File: src/rtl/id_ex_skid_stage.sv
// ID->EX pipeline stage: valid/ready register with a one-entry skid buffer behind it.
// Optional STALL_TIMEOUT_EN macro adds a back-pressure watchdog pulse on stall_timeout.
`timescale 1ns/1ps

module id_ex_skid_stage #(
    parameter int CTRL_W    = 11,
    parameter int DATA_W    = 143,
    parameter int MAX_STALL = 3,
    parameter int CNT_W     = 4
) (
    input  logic              clk,
    input  logic              rst,
    input  logic              flush,
    input  logic              in_valid,
    output logic              in_ready,
    input  logic [CTRL_W-1:0] in_ctrl,
    input  logic [DATA_W-1:0] in_data,
    output logic              out_valid,
    input  logic              out_ready,
    output logic [CTRL_W-1:0] out_ctrl,
    output logic [DATA_W-1:0] out_data,
    output logic              stall_timeout
);

    if (MAX_STALL < 1 || MAX_STALL >= (1 << CNT_W)) begin : g_bad_params
        $error("id_ex_skid_stage: MAX_STALL must be >= 1 and fit in CNT_W bits");
    end

    logic              main_valid;
    logic              skid_valid;
    logic [CTRL_W-1:0] skid_ctrl;
    logic [DATA_W-1:0] skid_data;
    logic              accept;
    logic              main_free;

    // in_ready depends only on registered state, breaking the out_ready->in_ready path.
    assign in_ready  = !skid_valid;
    assign out_valid = main_valid;
    assign accept    = in_valid && in_ready;
    assign main_free = !main_valid || out_ready;

    // NOTE: non-blocking assignments keep every register sampling pre-edge values.
    always_ff @(posedge clk or posedge rst) begin
        if (rst) begin
            main_valid <= 1'b0;
            skid_valid <= 1'b0;
            out_ctrl   <= '0;
            out_data   <= '0;
        end else if (flush) begin
            main_valid <= 1'b0;
            skid_valid <= 1'b0;
            out_ctrl   <= '0;
        end else if (main_free) begin
            if (skid_valid) begin
                main_valid <= 1'b1;
                out_ctrl   <= skid_ctrl;
                out_data   <= skid_data;
                skid_valid <= 1'b0;
            end else if (accept) begin
                main_valid <= 1'b1;
                out_ctrl   <= in_ctrl;
                out_data   <= in_data;
            end else begin
                main_valid <= 1'b0;
                out_ctrl   <= '0;
            end
        end else if (accept) begin
            skid_valid <= 1'b1;
        end
    end

    // NOTE: skid payload has no reset; it is only ever read while skid_valid is set.
    always_ff @(posedge clk) begin
        if (accept) begin
            skid_ctrl <= in_ctrl;
            skid_data <= in_data;
        end
    end

`ifdef STALL_TIMEOUT_EN
    localparam logic [CNT_W-1:0] STALL_LAST = CNT_W'(MAX_STALL - 1);

    logic [CNT_W-1:0] stall_cnt;
    logic             stall_pulse;
    logic             stalled;

    assign stalled = main_valid && !out_ready;

    always_ff @(posedge clk or posedge rst) begin
        if (rst) begin
            stall_cnt   <= '0;
            stall_pulse <= 1'b0;
        end else if (flush || !stalled) begin
            stall_cnt   <= '0;
            stall_pulse <= 1'b0;
        end else if (stall_cnt == STALL_LAST) begin
            stall_cnt   <= '0;
            stall_pulse <= 1'b1;
        end else begin
            stall_cnt   <= stall_cnt + 1'b1;
            stall_pulse <= 1'b0;
        end
    end

    assign stall_timeout = stall_pulse;
`else
    assign stall_timeout = 1'b0;
`endif

endmodule

File: config.mk
export PLATFORM = sky130hd
export DESIGN_NAME = id_ex_skid_stage
export DESIGN_NICKNAME = d
export VERILOG_FILES = /design/src/rtl/id_ex_skid_stage.sv
export SDC_FILE = /design/constraint.sdc
export NUM_CORES = 1
export LEC_CHECK = 0
export CORE_ASPECT_RATIO = 0.75
export CORE_UTILIZATION = 53
export CTS_CLUSTER_DIAMETER = 60
export CTS_CLUSTER_SIZE = 12
export DETAILED_ROUTE_END_ITERATION = 10
export PLACE_DENSITY_LB_ADDON = 0.2
export SYNTH_ARGS = -nofsm -noshare
export SYNTH_HDL_FRONTEND = slang
export SYNTH_SLANG_ARGS = --single-unit
export TNS_END_PERCENT = 5
File: constraint.sdc
create_clock -name clk -period 7.7 [get_ports clk]
set_clock_uncertainty 0.05 [all_clocks]
set_input_delay 1.54 -clock clk [delete_from_list [all_inputs] [get_ports clk]]
set_output_delay 1.54 -clock clk [all_outputs]
set_load 0.005 [all_outputs]
* Yosys cells after proc, flatten, opt, wreduce, memory -nomap -nowiden
Index checks and enable logic that the tools add are counted.
** Storage, ports and cells
- Register bits after elaboration :: 310
- Memory bits (writable) :: 0
- Word-level logic and storage cells :: 28
- Latch bits :: 0
- Output and inout bits :: 157
- Input bits :: 159
- Memories :: 0
- Memory bits (read-only) :: 0
** Operators by class
- Divide/modulo/power cells :: 0
- Magnitude comparators :: 0
- $add $sub $neg :: 0
- Bitwise operators :: 1
- Reduce and logical (&&, ||, !) cells :: 8
- Shift operators :: 0
- Multiplexer cells :: 13
- Multiply operators :: 0
- Equality and inequality tests :: 0
** Operators with widths (count)
- $mux 143 :: 2
- $mux 11 :: 4
- $mux 1 :: 7
- $reduce_bool 2->1 :: 2
- $reduce_and 3->1 :: 1
- $reduce_bool 3->1 :: 1
- $logic_not 1->1 :: 2
- $logic_and 1x1->1 :: 1
- $logic_or 1x1->1 :: 1
- $not 1->1 :: 1

* Depth between registers and ports, before layout
Gate-level depths: netlist of the first run.
- Depth in word-level cells :: 6
- Gate-level depth with buffers :: 7
- Gate-level depth less buffers :: 3

* Worst setup path after synthesis of the first run
Ideal clock, no wire load.
- Path type :: input -> register
- Start point :: in in_valid
- End point :: reg out_ctrl[0]
- Data arrival time :: 4.105 ns
- Buffers on the path :: 1
- Data required time :: 7.557 ns
- Library setup time :: 0.093 ns
- Stages on the path :: 4
- Setup slack :: 3.452 ns
- Cells stage by stage :: nor2b_1 -> buf_2 -> a221oi_1 -> nor3_1
** On the way
- Longest elaborated chain between the ends :: 5
** RTL lines
- from (decl) :: RTL line 14 : input logic in_valid,
- $logic_and 1x1->1 :: RTL line 39 : assign accept = in_valid && in_ready;
- named net accept :: RTL line 33 : logic accept;
- $mux 11 :: RTL line 59 : end else if (accept) begin
- $mux 11 :: RTL line 54 : if (skid_valid) begin
- $mux 11 :: RTL line 53 : end else if (main_free) begin
- $mux 11 :: RTL line 49 : end else if (flush) begin
- to (signal assigned) :: RTL line 56 : out_ctrl <= skid_ctrl;
- to (signal assigned) :: RTL line 61 : out_ctrl <= in_ctrl;
- to (decl) :: RTL line 20 : output logic [CTRL_W-1:0] out_ctrl,
The timed path passes the listed nets, and every way through them passes these cells. The select of a mux whose other input is x is not followed.
A chain may end at the register's enable or synchronous reset.

* Worst setup path in the final report of the first run
- Start point :: in flush
- End point :: reg out_data[106]
** On the way
- Longest elaborated chain between the ends :: 2
** RTL lines
- from (decl) :: RTL line 13 : input logic flush,
- $not 1->1 (no line)
- $reduce_and 3->1 (no line)
- to (signal assigned) :: RTL line 57 : out_data <= skid_data;
- to (signal assigned) :: RTL line 62 : out_data <= in_data;
- to (decl) :: RTL line 21 : output logic [DATA_W-1:0] out_data,
No other way between the ends.

==> out/metrics.cfg, run 1 <==
[detailed_routing]
dr.pass1.iters = 6
ant_nets = 0
wl_per_cell_um = 21.0
drc = 0
drt_iter0_drc = 586
vias = 8270
viasPerCell = 5.70
wl_um = 30400

[timing]
slew_headroom_pct = 31.2
rsz0062_at_grt = false
timing.final.ws_setup_ns = 3.81
slew_violations = 0
fmax_ghz = 0.257
tightest_slew_ns = 1.03
fin_crit_ns = 3.89
hold_viol = 0
min_period_over_period_pct = 50.5
setup_tns_ns = 0
setup_viol = 0

[cells_and_area]
fillers = 1521
drive_gt1_share_pct = 9.34
nets = 1298
syn_to_final_growth_pct = 32.4
diodes = 0
stdcell_count = 1450

[job]
cap_violations = 0

[placed_design]
dp_slack_ns = 3.28
routabilityCongestion = 0.786
numPortBuffers = 314
dp.cells = 1402
hpwl_um = 19000

[synth]
syn_area_mm2 = 0.0123
yosys_warnings = 0
synth_edf_count = 154
synth_top_family_by_area = compound AO/OA/AOI/OAI gates
synth_compound_area_share_pct = 14.4
ys_types = 21
async_flop_share_pct = 50.3
ys_seq_area_share_pct = 69.2
synthSimpleGateAreaFrac_pct = 1.08
synthXorXnorAreaFrac_pct = 0
synthMuxAreaShare_pct = 11.6
yosysTopAreaCellShare_pct = 37.5
synth-adder-area-share_pct = 0
synth_largest_area_cell = edfxtp_1
synth_cells = 852
synth_nets = 1011
synth_seq_cells = 310
avgSynthCellArea_um2 = 14.5
synthFlopType = dfrtp_1
synth_area_leaders = edfxtp_1 (38%), dfrtp_1 (32%), mux2i_1 (12%)

[floorplan]
fp.coreArea_mm2 = 0.0224
num_rows = 47
die_x_um = 178
die_area_mm2 = 0.0239
boundaryPins = 316
die_h_um = 134
initial_core_util_pct = 55.0

[worst_setup_path]
r2r_slack_ns = 4.27
cp.arrival_ns = 4.29
critPathKind = input pin to flop
critPathLaunch = flush
worst_ep_required_time_ns = 8.10
crit_fanout = 91
r2r-end = out_ctrl[0]
end_kind = flop
worstSetupEndpoint = out_data[106]
r2r_start = skid_valid
worstSetupStartpointType = input pin
worstRegToRegCells = 4

[power_and_ir_drop]
p_clk_share_pct = 32.4
switchingPower_w = 0.000939
p_seq_share_pct = 51.0
ir_drop_uv = 164
p_sw_share_pct = 23.8
p_comb_share_pct = 16.7
p_leak_nw = 5.90
power_density_mw_per_mm2 = 242
internal_power_w = 0.00301

[global_route]
grt_use_total_pct = 25.4
grt_overflow_total = 0
grt_pass1_vias = 8499
use_met1_pct = 35.0
met2_usage_pct = 39.0
grt_antenna_before_repair = 1
grt_most_used_layer = met2
grt_max_degree = 96
use_met3_pct = 7.68
grt_pass1_wl_um = 47300

[clocking]
insertion_delay_ns = 0.53
post_cts_resized = 0
cts-htree-levels = 1
postCtsHoldBufs = 0
clk_pin_slew_worst_paths_ns = 0.06
cts_root_buffer = clkbuf_16
postCtsSetupBuffers = 0
cts_sinks = 310
cts_buffer_depth = 3
cts_tree = done
cts_buffers = 29

[status]
status = finished, final reports clean

[hold_path]
min_path_type = flop to flop

-- flip-flops by register name, summed over array words and instances, names as in the netlist --
| register | count |
|---|---|
| out_valid | 1 |
| out_ctrl | 11 |
| skid_ctrl | 11 |
| skid_data | 143 |
| skid_valid | 1 |
| out_data | 143 |
-- logic make-up (layout without fill, tap and decap cells) --
family | after synthesis | count (layout)
mux | 143 | 143
buf+inv | 72 | 376
other cells | 1 | 1
simple gates | 27 | 27
compound gates | 299 | 299
flops | 310 | 310
-- per-layer routing --
metal / up-vias / wire length [um]
met2: 316 / 13900
met4: 2 / 966
met5: - / 11
met3: 56 / 2900
met1: 4131 / 12600
li1: 3765 / -
-- worst min path at each step --
| stage | from | end | slack [ns] | depth (start not counted) |
|---|---|---|---|---|
| 2_1_floorplan | skid_data[50] | out_data[50] | 0.44 | 2 |
| 3_3_place_gp | out_data[5] | out_data[5] | 0.44 | 2 |
| 3_5_place_dp | out_data[47] | out_data[47] | 0.45 | 2 |
| 4_1_cts | out_data[128] | out_data[128] | 0.46 | 2 |
| 5_1_grt | out_data[0] | out_data[0] | 0.47 | 2 |
| 6_report | out_data[47] | out_data[47] | 0.46 | 2 |
-- layout make-up --
type	count	area (um^2)	share of cell area, %
inverter	2	12.5	0.0767
sequential	310	8530	52.3
multi-input combinational	470	3360	20.6
tap	294	368	2.26
timing repair buffer	326	3230	19.8
clock buffer	48	807	4.95
-- layout by cell type, fill, tap and decap left out --
cell | netlist | final
o21ai_2 | 60 | 60
clkdlybuf4s50_1 | 0 | 314
dfrtp_1 | 156 | 155
nor2_1 | 12 | 12
dfrtp_4 | 0 | 1
o21ai_1 | 1 | 1
edfxtp_1 | 154 | 154
clkbuf_8 | 0 | 1
inv_1 | 2 | 1
o21bai_4 | 1 | 1
nand2b_1 | 1 | 1
o21ai_0 | 226 | 226
a221oi_1 | 11 | 11
inv_6 | 0 | 1
clkbuf_1 | 30 | 18
mux2i_1 | 143 | 143
nor3_1 | 11 | 11
buf_4 | 3 | 12
conb_1 | 1 | 1
nor2b_4 | 0 | 2
clkbuf_16 | 0 | 29
nand2b_4 | 1 | 1
-- power by group through the flow --
stage               combinational, W  clock, W  sequential (W)
global route                0.000716   0.00137         0.00203
finish                      0.000657   0.00128         0.00201
floorplan                   0.000229         0         0.00204
global placement            0.000645         0         0.00203
CTS                         0.000664   0.00131         0.00201
detailed placement          0.000660         0         0.00204
-- through the flow --
stage / hold slack, ns / instance area [um^2] / utilization, % / power, W
floorplan: 0.444 / 12300 / - / 0.00227
global placement: 0.439 / 15500 / 69.2 / 0.00268
detailed placement: 0.448 / 15500 / 69.2 / 0.00270
CTS: 0.461 / 16300 / 72.8 / 0.00398
global route: 0.474 / 16300 / 72.8 / 0.00412
finish: 0.455 / 16300 / 72.8 / 0.00395
-- synthesized netlist by cell type (3+ instances only) --
cell,n
o21ai_2,60
clkbuf_1,30
mux2i_1,143
buf_4,3
clkbuf_2,8
nor3_1,11
dfrtp_1,156
a221oi_1,11
buf_2,20
edfxtp_1,154
o21ai_0,226
buf_12,7
nor2_1,12
-- worst max-delay path, stage by stage --
cell,delay (ns)
clkdlybuf4s50_1,0.82
o21bai_4,0.23
buf_4,0.47
buf_4,0.79
o21ai_0,0.25
o21ai_2,0.10
Power figures use the tool's default switching activity.
==> inputs of run 2 (changes only) <==
- CORE_UTILIZATION: 53 -> 44
- clock period: 7.7 -> 3.25 ns (I/O delays scaled with it)
==> run 2 against run 1 <==
Against the previous run:
- design area grew 1.4%
- sequential power up 140%
- sequential share of layout area down 0.73 points
- clock-buffer cell count stayed put
- global-route usage is 4.0 points lower
- hold slack worse by 0.11 ns
- highest routed layer unchanged
- non-clock buffer count is 6 higher
- largest cell class unchanged
- largest power group unchanged
- via count decreased by 1.7%
- clock power grew 140%
==> out/metrics.cfg, run 2 (synthesis gave the netlist of run 1 again) <==
[floorplan]
die_x_um = 195  ; +9.6%
num_rows = 52  ; +11%
fp.coreArea_mm2 = 0.0273  ; +22%
initial_core_util_pct = 45.2  ; -9.8 points
boundaryPins = 316  ; unchanged
die_area_mm2 = 0.0287  ; +20%
die_h_um = 147  ; +9.6%

[status]
status = finished, final reports clean

[detailed_routing]
wl_um = 31100  ; +2.3%
drt_iter0_drc = 533  ; -9.0%
dr.pass1.iters = 4  ; -2
vias = 8130  ; -1.7%
drc = 0  ; unchanged
wl_per_cell_um = 20.6  ; -2.0%
viasPerCell = 5.37  ; -5.8%
ant_nets = 0  ; unchanged

[clocking]
cts_buffer_depth = 3  ; unchanged
cts_buffers = 29  ; unchanged
cts_tree = done
postCtsSetupBuffers = 0  ; unchanged
cts_root_buffer = clkbuf_16
insertion_delay_ns = 0.53  ; about the same
clk_pin_slew_worst_paths_ns = 0.06  ; about the same
post_cts_resized = 0  ; unchanged
cts-htree-levels = 1  ; unchanged
cts_sinks = 310  ; unchanged
postCtsHoldBufs = 0  ; unchanged

[timing]
timing.final.ws_setup_ns = 0.809  ; -3.00 ns
min_period_over_period_pct = 75.1
slew_headroom_pct = 41.6  ; +10 points
setup_viol = 0  ; unchanged
hold_viol = 0  ; unchanged
tightest_slew_ns = 0.875  ; -0.157 ns
rsz0062_at_grt = false
fmax_ghz = 0.410
slew_violations = 0  ; unchanged
fin_crit_ns = 2.44

[worst_setup_path]
end_kind = primary output
worst_ep_required_time_ns = 2.55  ; -5.55 ns
crit_slowest_cell = dfrtp_4
max_stage_delay_ns = 0.62  ; -0.20 ns
worstSetupStartpointType = flop
critical_path_depth = 2  ; -4
crit_chain = inv_1 > clkdlybuf4s50_1
critPathKind = flop to primary output
path_buf_inv = 2  ; -1
cp.arrival_ns = 1.74  ; -2.55 ns
path_delay_family = flip-flops
worstRegToRegCells = 4  ; unchanged
crit_fanout = 16  ; -82%

[placed_design]
hpwl_um = 19100  ; +0.84%
numPortBuffers = 314  ; unchanged
dp_slack_ns = 0.739  ; -2.54 ns
dpl_cell_area_mm2 = 0.0157  ; +1.5%
dp.cells = 1465  ; +4.5%
routabilityCongestion = 0.759  ; -3.4%

[cells_and_area]
mostFrequentLayoutCell = clkdlybuf4s50_1
syn_to_final_growth_pct = 34.3
final_cell_mix = clkdlybuf4s50_1 (314), o21ai_0 (226), dfrtp_1 (155)
drive_gt1_share_pct = 9.81  ; +0.47 points
final_cell_area_mm2 = 0.0165  ; +1.4%
final_util_pct = 60.7  ; -12 points
stdcell_count = 1514  ; +4.4%
nets = 1304  ; +0.46%
largestRegisters = out_data x143, skid_data x143

[global_route]
grt_max_degree = 145  ; +51%
grt_use_total_pct = 21.4  ; -4.0 points
grt_antenna_before_repair = 2  ; +1
grt_overflow_total = 0  ; unchanged
grt_pass1_wl_um = 48400  ; +2.2%
grt_pass1_vias = 8299  ; -2.4%

[job]
cap_violations = 0  ; unchanged

[power_and_ir_drop]
power.total_w = 0.00939  ; +140%
ir_drop_uv = 367  ; +120%
p_leak_nw = 5.96  ; +1.1%
power_density_mw_per_mm2 = 568  ; +130%

[hold_path]
min_path_type = input pin to async pin

==> run 2: cell count changes in the layout (fill, tap and decap cells not counted) <==
cell and change:
diode_2 +1, buf_12 +9, inv_6 -1, clkinvlp_4 +1, buf_4 -3
==> run 2: power breakdown <==
| group | internal (W) | switching [W] | leakage [nW] | total [W] |
|---|---|---|---|---|
| clock network | 0.00167 | 0.00138 | 0.386 | 0.00305 |
| registers | 0.00457 | 0.000193 | 3.45 | 0.00476 |
| logic | 0.000909 | 0.000671 | 2.13 | 0.00158 |
==> run 2: worst paths after layout <==
check / start / end / slack, ns
max in group asynchronous: rst / out_data[73] / 2.02
max: skid_valid / in_ready / 0.81
min: rst / out_data[39] / 0.35
min in group clk: out_data[141] / out_data[141] / 0.45
max reg2reg: skid_valid / out_data[4] / 1.23
min reg2reg: out_data[141] / out_data[141] / 0.45
==> run 2: cell type report <==
cell class | instances | area (um^2)
fill | 2118 | 10700
clock buffer | 48 | 807
antenna | 1 | 2.50
inverter | 2 | 11.3
multi-input combinational | 470 | 3360
sequential | 310 | 8530
timing repair buffer | 332 | 3390
tap | 351 | 439
==> run 2: stage by stage <==
step	hold slack, ns	TNS [ns]
finish	0.346	0
global route	0.360	0
CTS	0.339	0
detailed placement	0.447	0
global placement	0.439	0
floorplan	0.444	-0.969
==> run 2: routing by layer <==
metal	wire length [um]	vias to the layer above	global-route usage, %
met1	13800	4066	29.9
met5	13	-	0
met4	499	2	3.70
li1	-	3763	-
met3	2410	38	6.01
met2	14400	261	33.9
